[src/rtl/adc_serial_rx_if.sv]
// Handshake/bus bundle between the serial-ADC front end and its user:
// frame requests in, ADC pins out, and the sample-buffer write port.
interface adc_serial_rx_if #(
   parameter int CH_W     = 2,
   parameter int OUT_BITS = 8
);
   logic                start;
   logic                cont_en;
   logic                adc_data;
   logic                adc_clk;
   logic                adc_conv;
   logic [CH_W-1:0]     adc_ch;
   logic                busy;
   logic                write_enable;
   logic [OUT_BITS-1:0] write_data;
   logic [CH_W-1:0]     write_ch;

   modport master (
      output start, cont_en, adc_data,
      input  adc_clk, adc_conv, adc_ch, busy, write_enable, write_data, write_ch
   );

   modport slave (
      input  start, cont_en, adc_data,
      output adc_clk, adc_conv, adc_ch, busy, write_enable, write_data, write_ch
   );
endinterface

[src/rtl/adc_serial_rx.sv]
// Serial-ADC front end: divides osc_clk into the ADC bit clock, drives the
// active-low conversion strobe, shifts in an MSB-first result and posts the
// top OUT_BITS bits, tagged with the mux channel, as a one-cycle write.
module adc_serial_rx #(
   parameter int ADC_BITS    = 12,
   parameter int OUT_BITS    = 8,
   parameter int CLK_DIV     = 64,
   parameter int CONV_CYCLES = 2,
   parameter int NUM_CH      = 4
) (
   input logic             osc_clk,
   input logic             reset,
   adc_serial_rx_if.slave  bus
);
   localparam int CH_W  = (NUM_CH > 1) ? $clog2(NUM_CH) : 1;
   localparam int N     = CONV_CYCLES + ADC_BITS;
   localparam int DIV_W = (CLK_DIV > 1) ? $clog2(CLK_DIV) : 1;
   localparam int PER_W = $clog2(N + 1);

   localparam logic [DIV_W-1:0] DIV_LAST   = DIV_W'(CLK_DIV - 1);
   localparam logic [PER_W-1:0] CONV_LAST  = PER_W'(CONV_CYCLES - 1);
   localparam logic [PER_W-1:0] FRAME_LAST = PER_W'(N - 1);
   localparam logic [CH_W-1:0]  CH_LAST    = CH_W'(NUM_CH - 1);

   if (OUT_BITS > ADC_BITS || OUT_BITS < 1) begin : g_bad_out_bits
      $error("adc_serial_rx: OUT_BITS must be in 1..ADC_BITS");
   end
   if (CLK_DIV < 1) begin : g_bad_clk_div
      $error("adc_serial_rx: CLK_DIV must be >= 1");
   end
   if (CONV_CYCLES < 1) begin : g_bad_conv_cycles
      $error("adc_serial_rx: CONV_CYCLES must be >= 1");
   end

   typedef enum logic [1:0] {S_IDLE, S_CONV, S_SHIFT, S_DONE} state_t;

   state_t              state_q,    state_d;
   logic [DIV_W-1:0]    div_q,      div_d;
   logic [PER_W-1:0]    per_q,      per_d;
   logic                adc_clk_q,  adc_clk_d;
   logic                adc_conv_q, adc_conv_d;
   logic [CH_W-1:0]     adc_ch_q,   adc_ch_d;
   logic [ADC_BITS-1:0] shreg_q,    shreg_d;
   logic                we_q,       we_d;
   logic [OUT_BITS-1:0] wd_q,       wd_d;
   logic [CH_W-1:0]     wc_q,       wc_d;

   // tick marks the last osc_clk cycle of an adc_clk half-period;
   // period_end is the last cycle of a whole (low+high) period.
   logic tick, period_end;
   assign tick       = (div_q == DIV_LAST);
   assign period_end = tick & adc_clk_q;

   // Next-state and next-output logic; every output is registered so the
   // ADC pins and the write port change only on osc_clk edges.
   always_comb begin
      state_d    = state_q;
      div_d      = div_q;
      per_d      = per_q;
      adc_clk_d  = adc_clk_q;
      adc_conv_d = adc_conv_q;
      adc_ch_d   = adc_ch_q;
      shreg_d    = shreg_q;
      we_d       = 1'b0;
      wd_d       = wd_q;
      wc_d       = wc_q;
      case (state_q)
         S_IDLE: begin
            adc_clk_d  = 1'b0;
            adc_conv_d = 1'b1;
            div_d      = '0;
            per_d      = '0;
            if (bus.start | bus.cont_en) begin
               state_d    = S_CONV;
               adc_conv_d = 1'b0;
            end
         end
         S_CONV, S_SHIFT: begin
            if (tick) begin
               div_d     = '0;
               adc_clk_d = ~adc_clk_q;
               if (adc_clk_q) begin
                  per_d = per_q + 1'b1;
               end else if (state_q == S_SHIFT) begin
                  // Bit taken on the rising adc_clk edge; first bit ends as MSB.
                  shreg_d = (shreg_q << 1) | ADC_BITS'(bus.adc_data);
               end
            end else begin
               div_d = div_q + 1'b1;
            end
            if (period_end && state_q == S_CONV && per_q == CONV_LAST) begin
               state_d    = S_SHIFT;
               adc_conv_d = 1'b1;
            end
            if (period_end && state_q == S_SHIFT && per_q == FRAME_LAST) begin
               state_d = S_DONE;
               we_d    = 1'b1;
               wd_d    = shreg_q[ADC_BITS-1 -: OUT_BITS];
               wc_d    = adc_ch_q;
            end
         end
         S_DONE: begin
            div_d     = '0;
            per_d     = '0;
            adc_clk_d = 1'b0;
            adc_ch_d  = (NUM_CH == 1 || adc_ch_q == CH_LAST) ? '0 : adc_ch_q + 1'b1;
            if (bus.cont_en) begin
               state_d    = S_CONV;
               adc_conv_d = 1'b0;
            end else begin
               state_d = S_IDLE;
            end
         end
         default: state_d = S_IDLE;
      endcase
   end

   // State register; the shift register is pure data and is never reset
   // because every frame overwrites all of its bits before they are used.
   always_ff @(posedge osc_clk) begin
      shreg_q <= shreg_d;
      if (reset) begin
         state_q    <= S_IDLE;
         div_q      <= '0;
         per_q      <= '0;
         adc_clk_q  <= 1'b0;
         adc_conv_q <= 1'b1;
         adc_ch_q   <= '0;
         we_q       <= 1'b0;
         wd_q       <= '0;
         wc_q       <= '0;
      end else begin
         state_q    <= state_d;
         div_q      <= div_d;
         per_q      <= per_d;
         adc_clk_q  <= adc_clk_d;
         adc_conv_q <= adc_conv_d;
         adc_ch_q   <= adc_ch_d;
         we_q       <= we_d;
         wd_q       <= wd_d;
         wc_q       <= wc_d;
      end
   end

   assign bus.adc_clk      = adc_clk_q;
   assign bus.adc_conv     = adc_conv_q;
   assign bus.adc_ch       = adc_ch_q;
   assign bus.busy         = (state_q != S_IDLE);
   assign bus.write_enable = we_q;
   assign bus.write_data   = wd_q;
   assign bus.write_ch     = wc_q;
endmodule
[src/flat_wrapper.sv]
// flat-port wrapper written by rule: the top's interface ports become plain ports
module adc_serial_rx_flat 
#(
   parameter int ADC_BITS    = 12,
   parameter int OUT_BITS    = 8,
   parameter int CLK_DIV     = 64,
   parameter int CONV_CYCLES = 2,
   parameter int NUM_CH      = 4
)
  (osc_clk, reset, bus_start, bus_cont_en, bus_adc_data, bus_adc_clk, bus_adc_conv, bus_adc_ch, bus_busy, bus_write_enable, bus_write_data, bus_write_ch);
  adc_serial_rx_if #(.OUT_BITS(OUT_BITS)) bus_i ();
  input logic osc_clk;
  input logic reset;
  input wire logic [$bits(bus_i.start)-1:0] bus_start;
  input wire logic [$bits(bus_i.cont_en)-1:0] bus_cont_en;
  input wire logic [$bits(bus_i.adc_data)-1:0] bus_adc_data;
  output wire logic [$bits(bus_i.adc_clk)-1:0] bus_adc_clk;
  output wire logic [$bits(bus_i.adc_conv)-1:0] bus_adc_conv;
  output wire logic [$bits(bus_i.adc_ch)-1:0] bus_adc_ch;
  output wire logic [$bits(bus_i.busy)-1:0] bus_busy;
  output wire logic [$bits(bus_i.write_enable)-1:0] bus_write_enable;
  output wire logic [$bits(bus_i.write_data)-1:0] bus_write_data;
  output wire logic [$bits(bus_i.write_ch)-1:0] bus_write_ch;
  assign bus_i.start = bus_start;
  assign bus_i.cont_en = bus_cont_en;
  assign bus_i.adc_data = bus_adc_data;
  assign bus_adc_clk = bus_i.adc_clk;
  assign bus_adc_conv = bus_i.adc_conv;
  assign bus_adc_ch = bus_i.adc_ch;
  assign bus_busy = bus_i.busy;
  assign bus_write_enable = bus_i.write_enable;
  assign bus_write_data = bus_i.write_data;
  assign bus_write_ch = bus_i.write_ch;
  adc_serial_rx #(.ADC_BITS(ADC_BITS), .OUT_BITS(OUT_BITS), .CLK_DIV(CLK_DIV), .CONV_CYCLES(CONV_CYCLES), .NUM_CH(NUM_CH)) u_core (.osc_clk(osc_clk), .reset(reset), .bus(bus_i));
endmodule
[config.mk]
export PLATFORM = sky130hd
export DESIGN_NAME = adc_serial_rx_flat
export DESIGN_NICKNAME = d
export VERILOG_FILES = /design/src/rtl/adc_serial_rx_if.sv /design/src/rtl/adc_serial_rx.sv /design/src/flat_wrapper.sv
export SDC_FILE = /design/constraint.sdc
export NUM_CORES = 1
export LEC_CHECK = 0
export ABC_AREA = 1
export CORE_MARGIN = 1.5
export CORE_UTILIZATION = 57
export DETAILED_ROUTE_END_ITERATION = 7
export GPL_ROUTABILITY_DRIVEN = 0
export PLACE_DENSITY = 0.93
export REMOVE_ABC_BUFFERS = 1
export SLEW_MARGIN = 20
export SYNTH_ARGS = -nofsm -noshare
export SYNTH_HDL_FRONTEND = slang
export SYNTH_SLANG_ARGS = --single-unit
[constraint.sdc]
create_clock -name osc_clk -period 3 [get_ports osc_clk]
set_clock_uncertainty 0.1 [all_clocks]
set_input_delay 0.6 -clock osc_clk [delete_from_list [all_inputs] [get_ports osc_clk]]
set_output_delay 0.6 -clock osc_clk [all_outputs]
set_load 0.01 [all_outputs]
==> results of run 1 <==
==> flip-flops by register name, indices dropped and copies added, names as in the netlist <==
name and flops:
u_core.bus.adc_ch 2, u_core.bus.adc_clk 1, u_core.bus.adc_conv 1, u_core.bus.write_ch 2
u_core.bus.write_data 8, u_core.bus.write_enable 1, u_core.div_q 6, u_core.per_q 4
u_core.shreg_q 12, u_core.state_q 2
==> worst max-delay path by stage <==
stage	from	endpoint	slack (ps)	cells after the start
CTS	u_core.state_q[0]	bus_busy	580	4
global placement	u_core.state_q[0]	u_core.shreg_q[1]	950	4
finish	u_core.state_q[1]	bus_busy	580	4
floorplan	u_core.state_q[0]	u_core.shreg_q[0]	1150	4
global route	u_core.state_q[1]	bus_busy	540	4
detailed placement	u_core.state_q[0]	u_core.shreg_q[7]	810	4
==> logic make-up after synthesis <==
| group | Yosys count |
|---|---|
| simple gates | 72 |
| flops | 39 |
| compound gates | 25 |
| buf+inv | 19 |
| fa+ha+maj | 8 |
| xor+xnor | 4 |
==> routing by layer <==
metal / wire, um / global-route usage
met3: 129 / 0.0535
met1: 1260 / 0.229
met5: 0 / 0
met2: 1610 / 0.362
met4: 51 / 0.112
==> critical path, cell delays in order (launching register included) <==
cell             delay [ps]
dfxtp_1                 400
inv_1                    90
ha_1                    230
inv_1                   100
clkdlybuf4s50_1         540
==> power by group through the flow <==
stage | Clock, mW | Sequential [mW] | Combinational [mW]
3_5_place_dp | 0 | 0.605 | 0.251
6_report | 0.251 | 0.593 | 0.255
5_1_grt | 0.277 | 0.597 | 0.283
4_1_cts | 0.259 | 0.593 | 0.252
3_3_place_gp | 0 | 0.601 | 0.237
2_1_floorplan | 0 | 0.605 | 0.162
==> cells in the final DEF (no fill, tap or decap), types with 5 or more instances in the layout <==
cell type	n
a21oi_1	10
clkbuf_4	5
clkdlybuf4s50_1	20
dfxtp_1	27
edfxtp_1	12
ha_1	8
inv_1	15
nand2_1	22
nand3_1	7
nor2_1	26
nor2_2	9
o21ai_0	5
o21ai_1	8
==> stage by stage <==
step           power [mW]  cell area, um2
2_1_floorplan       0.766            1560
3_3_place_gp        0.838            1800
3_5_place_dp        0.856            1800
4_1_cts              1.10            1850
5_1_grt              1.16            1850
6_report             1.10            1850
==> Yosys cell counts, drive strengths merged <==
master	count	area (um2)
nor3	2	10.0
nor2	37	176
clkbuf	1	5.00
ha	8	100
dfxtp	27	541
edfxtp	12	360
nand4	1	6.26
a21oi	10	50.1
o211ai	1	7.51
xor2	2	17.5
inv	16	60.1
xnor2	2	17.5
or2	1	6.26
nand3	9	55.1
nand2	22	82.6
o21ai	14	73.8
buf	2	22.5
==> layout make-up <==
class | instances | area (um2)
Tap cell | 30 | 37.5
Clock buffer | 6 | 41.3
Fill cell | 195 | 717
Sequential cell | 39 | 901
Inverter | 16 | 60.1
Clock inverter | 2 | 7.51
Multi-Input combinational cell | 109 | 603
Timing Repair Buffer | 20 | 200
==> qor.txt, run 1 <==
Max-slew violations: 0
CTS clock-pin slew for the worst setup and hold paths: 120 ps
Logic pwr share: 0.232
IO Count: 21
Area grow syn2layout: 16.3%
Post-Place Setup Slack: 809 ps
Worst path required time: 2300 ps
Setup TNS: 0 ps
TritonRoute pass-1 iters: 6
Final worst-path cycle share: 0.806
Hold endpoint: u_core.shreg_q[2]
Synth Area in Adders: 0.0629
Avg Vias per Cell: 5.38
Crit-path max FO: 4
Largest net degree at the start of global routing: 16
FF+latch count, synth: 39
Max-cap violations: 0
Worst-skew pair later-pin latency: 360 ps
CTS tree: yes
Vias in the first global route: 1174
Port Buf Inserts: 20
Synth Area in Compound Gates: 0.0825
Synth warn: 0
Largest family of logic cells by synthesized area: simple AND/OR/NAND/NOR gates
Status: completed
Yosys cell types: 23
Nets: 204
P_int: 757 uW
Hpwl dp: 2210 um
Slew margin rel.: 0.363
Sinks on Clock Net: 39
R2R depth: 4
HP Start: u_core.shreg_q[1]
Deepest clock path buffer count: 2
Crit path time final: 2420 ps
HP Class: reg2reg
Routed via count: 1194
All-Layer GR Usage: 0.207
Initial antenna violation count: 0
Hold path cells: 0
Sequential element share of the synthesized area: 0.566
Post-Syn Area: 0.00159 mm2
Share of cells above drive strength 1: 0.104
WL final: 3050 um
Mapped Cells: 167
Sw Ratio: 0.312
Grt ovf: 0
Clock power share: 0.228
Final hold slack: 314 ps
WS Path Type: reg2out
Setup crit start kind: flip-flop
CTS H-tree lvls: 2
Post-CTS Hold Buffers: 0
Std cell rows: 18
Post-route ant nets: 0
Sequential fraction of design power: 0.540
Placed instance count: 214
Final core utilization: 0.721
Area of the die: 0.00312 mm2
R2r startpoint: u_core.state_q[1]
Die Y-Extent: 55.8 um
Post-cts gate resize count: 0
CTS Root Cell: clkbuf_4
WL per Instance: 13.7 um
Multiplexer share of the synthesized area: 0
Core outline area: 0.00257 mm2
CTS buffer count: 5
Setup violations, final: 0
Post-synthesis xor/xnor area fraction: 0.0220
Setup bufs post-CTS: 0
Leakage: 0.687 nW
Synth Area in Simple Gates: 0.211
Fmax: 0.414 GHz
Drt initial violations: 24
Reg-to-reg endpoint: u_core.shreg_q[3]
Slew of the pin with the lowest slew margin: 952 ps
Worst R2R Setup Slack: 810 ps
DR DRC count: 0
CP arrival: 1720 ps
Setup ws final: 583 ps
P per Cell Area: 594 mW/mm2
CP Capture Type: output pin
Starting Density: 0.620
Avg Cell Area, Syn: 9.53 um2
Fin. Hold Viols: 0
Worst IR drop on VDD: 0.000508 V
Post-layout instance count excluding filler cells: 222
Global-route wire length before repair: 4930 um
Psw: 343 uW
DIE WIDTH: 55.8 um
# diodes: 0
Unrepaired setup endpoints after global routing: false
Note: power is estimated with default switching activity, not from simulation.
==> run 2: changes to the inputs <==
- CORE_UTILIZATION: 57 -> 48
- PLACE_DENSITY: 0.93 -> 0.85
- clock period: 3 -> 2.1 ns (I/O delays scaled with it)
==> run 2 against run 1 <==
Against the previous run: die area increased by 18%; worst setup slack got worse by 390 ps; first-iteration DRC count increased by 120%; core utilization decreased by 10 points; via count decreased by 5.2%; worst hold slack improved by 21 ps; global-route usage decreased by 3.7 points; flip-flop and latch count unchanged; power increased by 50%; final cell count increased by 7.7%; sequential share of layout area decreased by 1.6 points; critical path depth decreased by 3; critical endpoint is now bus_adc_ch[0]; largest power group unchanged; highest routed layer unchanged.
==> qor.txt, run 2 (synthesis results as in run 1) <==
Post-route ant nets: 0 (unchanged)
CP max-delay cell: clkdlybuf4s50_1 (unchanged)
Final hold slack: 335 ps (was 314 ps)
Avg Vias per Cell: 4.74 (was 5.38)
Worst IR drop on VDD: 0.000446 V (was 0.000508 V)
DP Area: 0.00184 mm2 (was 0.00180 mm2)
Crit path max-delay family: buffers and inverters (unchanged)
Deepest clock path buffer count: 2 (unchanged)
Unrepaired setup endpoints after global routing: false (unchanged)
P per Cell Area: 858 mW/mm2 (was 594 mW/mm2)
Routed via count: 1132 (was 1194)
CTS tree: yes (unchanged)
Starting Density: 0.513 (was 0.620)
Drt initial violations: 53 (was 24)
Max-cap violations: 0 (unchanged)
Fillers: 284 (was 195)
Slew of the pin with the lowest slew margin: 299 ps (was 952 ps)
Storage cell area: 903 um2 (was 901 um2)
Core outline area: 0.00310 mm2 (was 0.00257 mm2)
Worst-skew pair later-pin latency: 350 ps (was 360 ps)
Vias in the first global route: 1083 (was 1174)
Std cell rows: 20 (was 18)
Setup violations, final: 0 (unchanged)
Fmax: 0.524 GHz
CTS clock-pin slew for the worst setup and hold paths: 130 ps (was 120 ps)
Die Y-Extent: 60.6 um (was 55.8 um)
CP Capture Type: output pin (unchanged)
Sinks on Clock Net: 39 (unchanged)
DR DRC count: 0 (unchanged)
WL per Instance: 11.3 um (was 13.7 um)
R2r startpoint: u_core.state_q[0] (was u_core.state_q[1])
Most common cell after layout, fill and taps aside: nor2_1 (was dfxtp_1)
Logic pwr share: 0.213 (was 0.232)
All-Layer GR Usage: 0.170 (was 0.207)
WL final: 2700 um (was 3050 um)
Largest net degree at the start of global routing: 15 (was 16)
Initial antenna violation count: 0 (unchanged)
Area occupied by multi-input gates: 603 um2 (unchanged)
Largest Register: u_core.shreg_q (unchanged)
Leakage: 0.722 nW (was 0.687 nW)
CTS Root Cell: clkbuf_4 (unchanged)
CTS H-tree lvls: 2 (unchanged)
CP cell instances: clkdlybuf4s50_1 (was inv_1 -> ha_1 -> inv_1 -> clkdlybuf4s50_1)
Hpwl dp: 1850 um (was 2210 um)
WS Path Type: reg2out (unchanged)
Clock power share: 0.273 (was 0.228)
Worst path required time: 1580 ps (was 2300 ps)
Area of the die: 0.00367 mm2 (was 0.00312 mm2)
Crit-path max FO: 5 (was 4)
Crit path from: u_core.bus.adc_ch[0] (was u_core.state_q[1])
Max-slew violations: 0 (unchanged)
Max incr delay on CP: 590 ps (was 540 ps)
Global-route wire length before repair: 4490 um (was 4930 um)
P_int: 1.16 mW (was 757 uW)
Psw: 492 uW (was 343 uW)
Area grow syn2layout: 20.6% (was 16.3%)
Setup TNS: 0 ps (unchanged)
Slew margin rel.: 0.800 (was 0.363)
HP Class: reg2reg (unchanged)
CP arrival: 1390 ps (was 1720 ps)
Setup bufs post-CTS: 0 (unchanged)
Most frequent cells in the layout: nor2_1 (26), dfxtp_1 (25), nand2_1 (22) (was dfxtp_1 (27), nor2_1 (26), nand2_1 (22))
Port Buf Inserts: 20 (unchanged)
Share of cells above drive strength 1: 0.144 (was 0.104)
Fin. Hold Viols: 0 (unchanged)
TritonRoute pass-1 iters: 4 (was 6)
Sequential fraction of design power: 0.514 (was 0.540)
HP Start: u_core.shreg_q[1] (unchanged)
IO Count: 21 (unchanged)
Crit path time final: 1910 ps
# diodes: 0 (unchanged)
Fin area: 0.00192 mm2 (was 0.00185 mm2)
Setup crit start kind: flip-flop (unchanged)
Status: completed (unchanged)
Max reg flops: 12 (unchanged)
Sw Ratio: 0.298 (was 0.312)
Final worst-path cycle share: 0.909
Buffers plus inverters on the worst setup path: 1 (was 3)
Nets: 207 (was 204)
Grt ovf: 0 (unchanged)
CTS buffer count: 5 (unchanged)
DIE WIDTH: 60.6 um (was 55.8 um)
run 2: changes by cell type in the layout (fill, tap and decap cells not counted), sizes merged:
cell / before / now
buf: 0 / 3
clkdlybuf4s50: 20 / 19
dlygate4sd2: 0 / 1
run 2: power by group through the flow:
stage / clock [mW] / combinational [mW] / sequential (mW)
6_report: 0.450 / 0.352 / 0.846
5_1_grt: 0.496 / 0.399 / 0.852
4_1_cts: 0.469 / 0.350 / 0.847
3_5_place_dp: 0 / 0.356 / 0.861
3_3_place_gp: 0 / 0.348 / 0.858
2_1_floorplan: 0 / 0.231 / 0.864
run 2: metal layers:
| layer | global-route usage | share of wire | up-vias |
|---|---|---|---|
| met1 | 0.203 | 0.49 | 508 |
| met2 | 0.275 | 0.45 | 21 |
| met5 | 0 | 0 | - |
| li1 | - | - | 597 |
| met3 | 0.0640 | 0.042 | 6 |
| met4 | 0.0745 | 0.019 | 0 |
run 2: final cells by class:
class	instances	area share
inverters	16	0.0313
flip-flops and latches	39	0.471
repair buffers	23	0.115
well taps	44	0.0287
clock inverters	2	0.00717
multi-input cells	109	0.314
clock buffers	6	0.0326
run 2: path summary, 6_finish.rpt:
path | to | slack [ps] | depth (start not counted)
setup reg to reg | u_core.state_q[0] | 430 | 8
hold reg to reg | u_core.shreg_q[2] | 330 | 0
setup / recovery | bus_adc_ch[0] | 190 | 1
hold / removal | u_core.shreg_q[2] | 330 | 0
run 2: stage by stage:
| step | power, mW | std cells | worst slack [ps] | utilization |
|---|---|---|---|---|
| floorplan | 1.10 | 164 | 250 | - |
| global placement | 1.21 | 231 | 342 | 0.594 |
| detailed placement | 1.22 | 231 | 301 | 0.594 |
| CTS | 1.67 | 239 | 176 | 0.619 |
| global route | 1.75 | 239 | 110 | 0.619 |
| finish | 1.65 | 239 | 191 | 0.619 |
run 2: repair_timing:
item,in CTS,in global routing
resized for setup,3,0
endpoints found under the setup margin,1,0
hold buffers,0,0
==> run 3: changes to the inputs <==
- CAP_MARGIN: unset -> 10
==> results of run 3 <==
No change in the layout: final DEF, timing and power equal those of run 2.
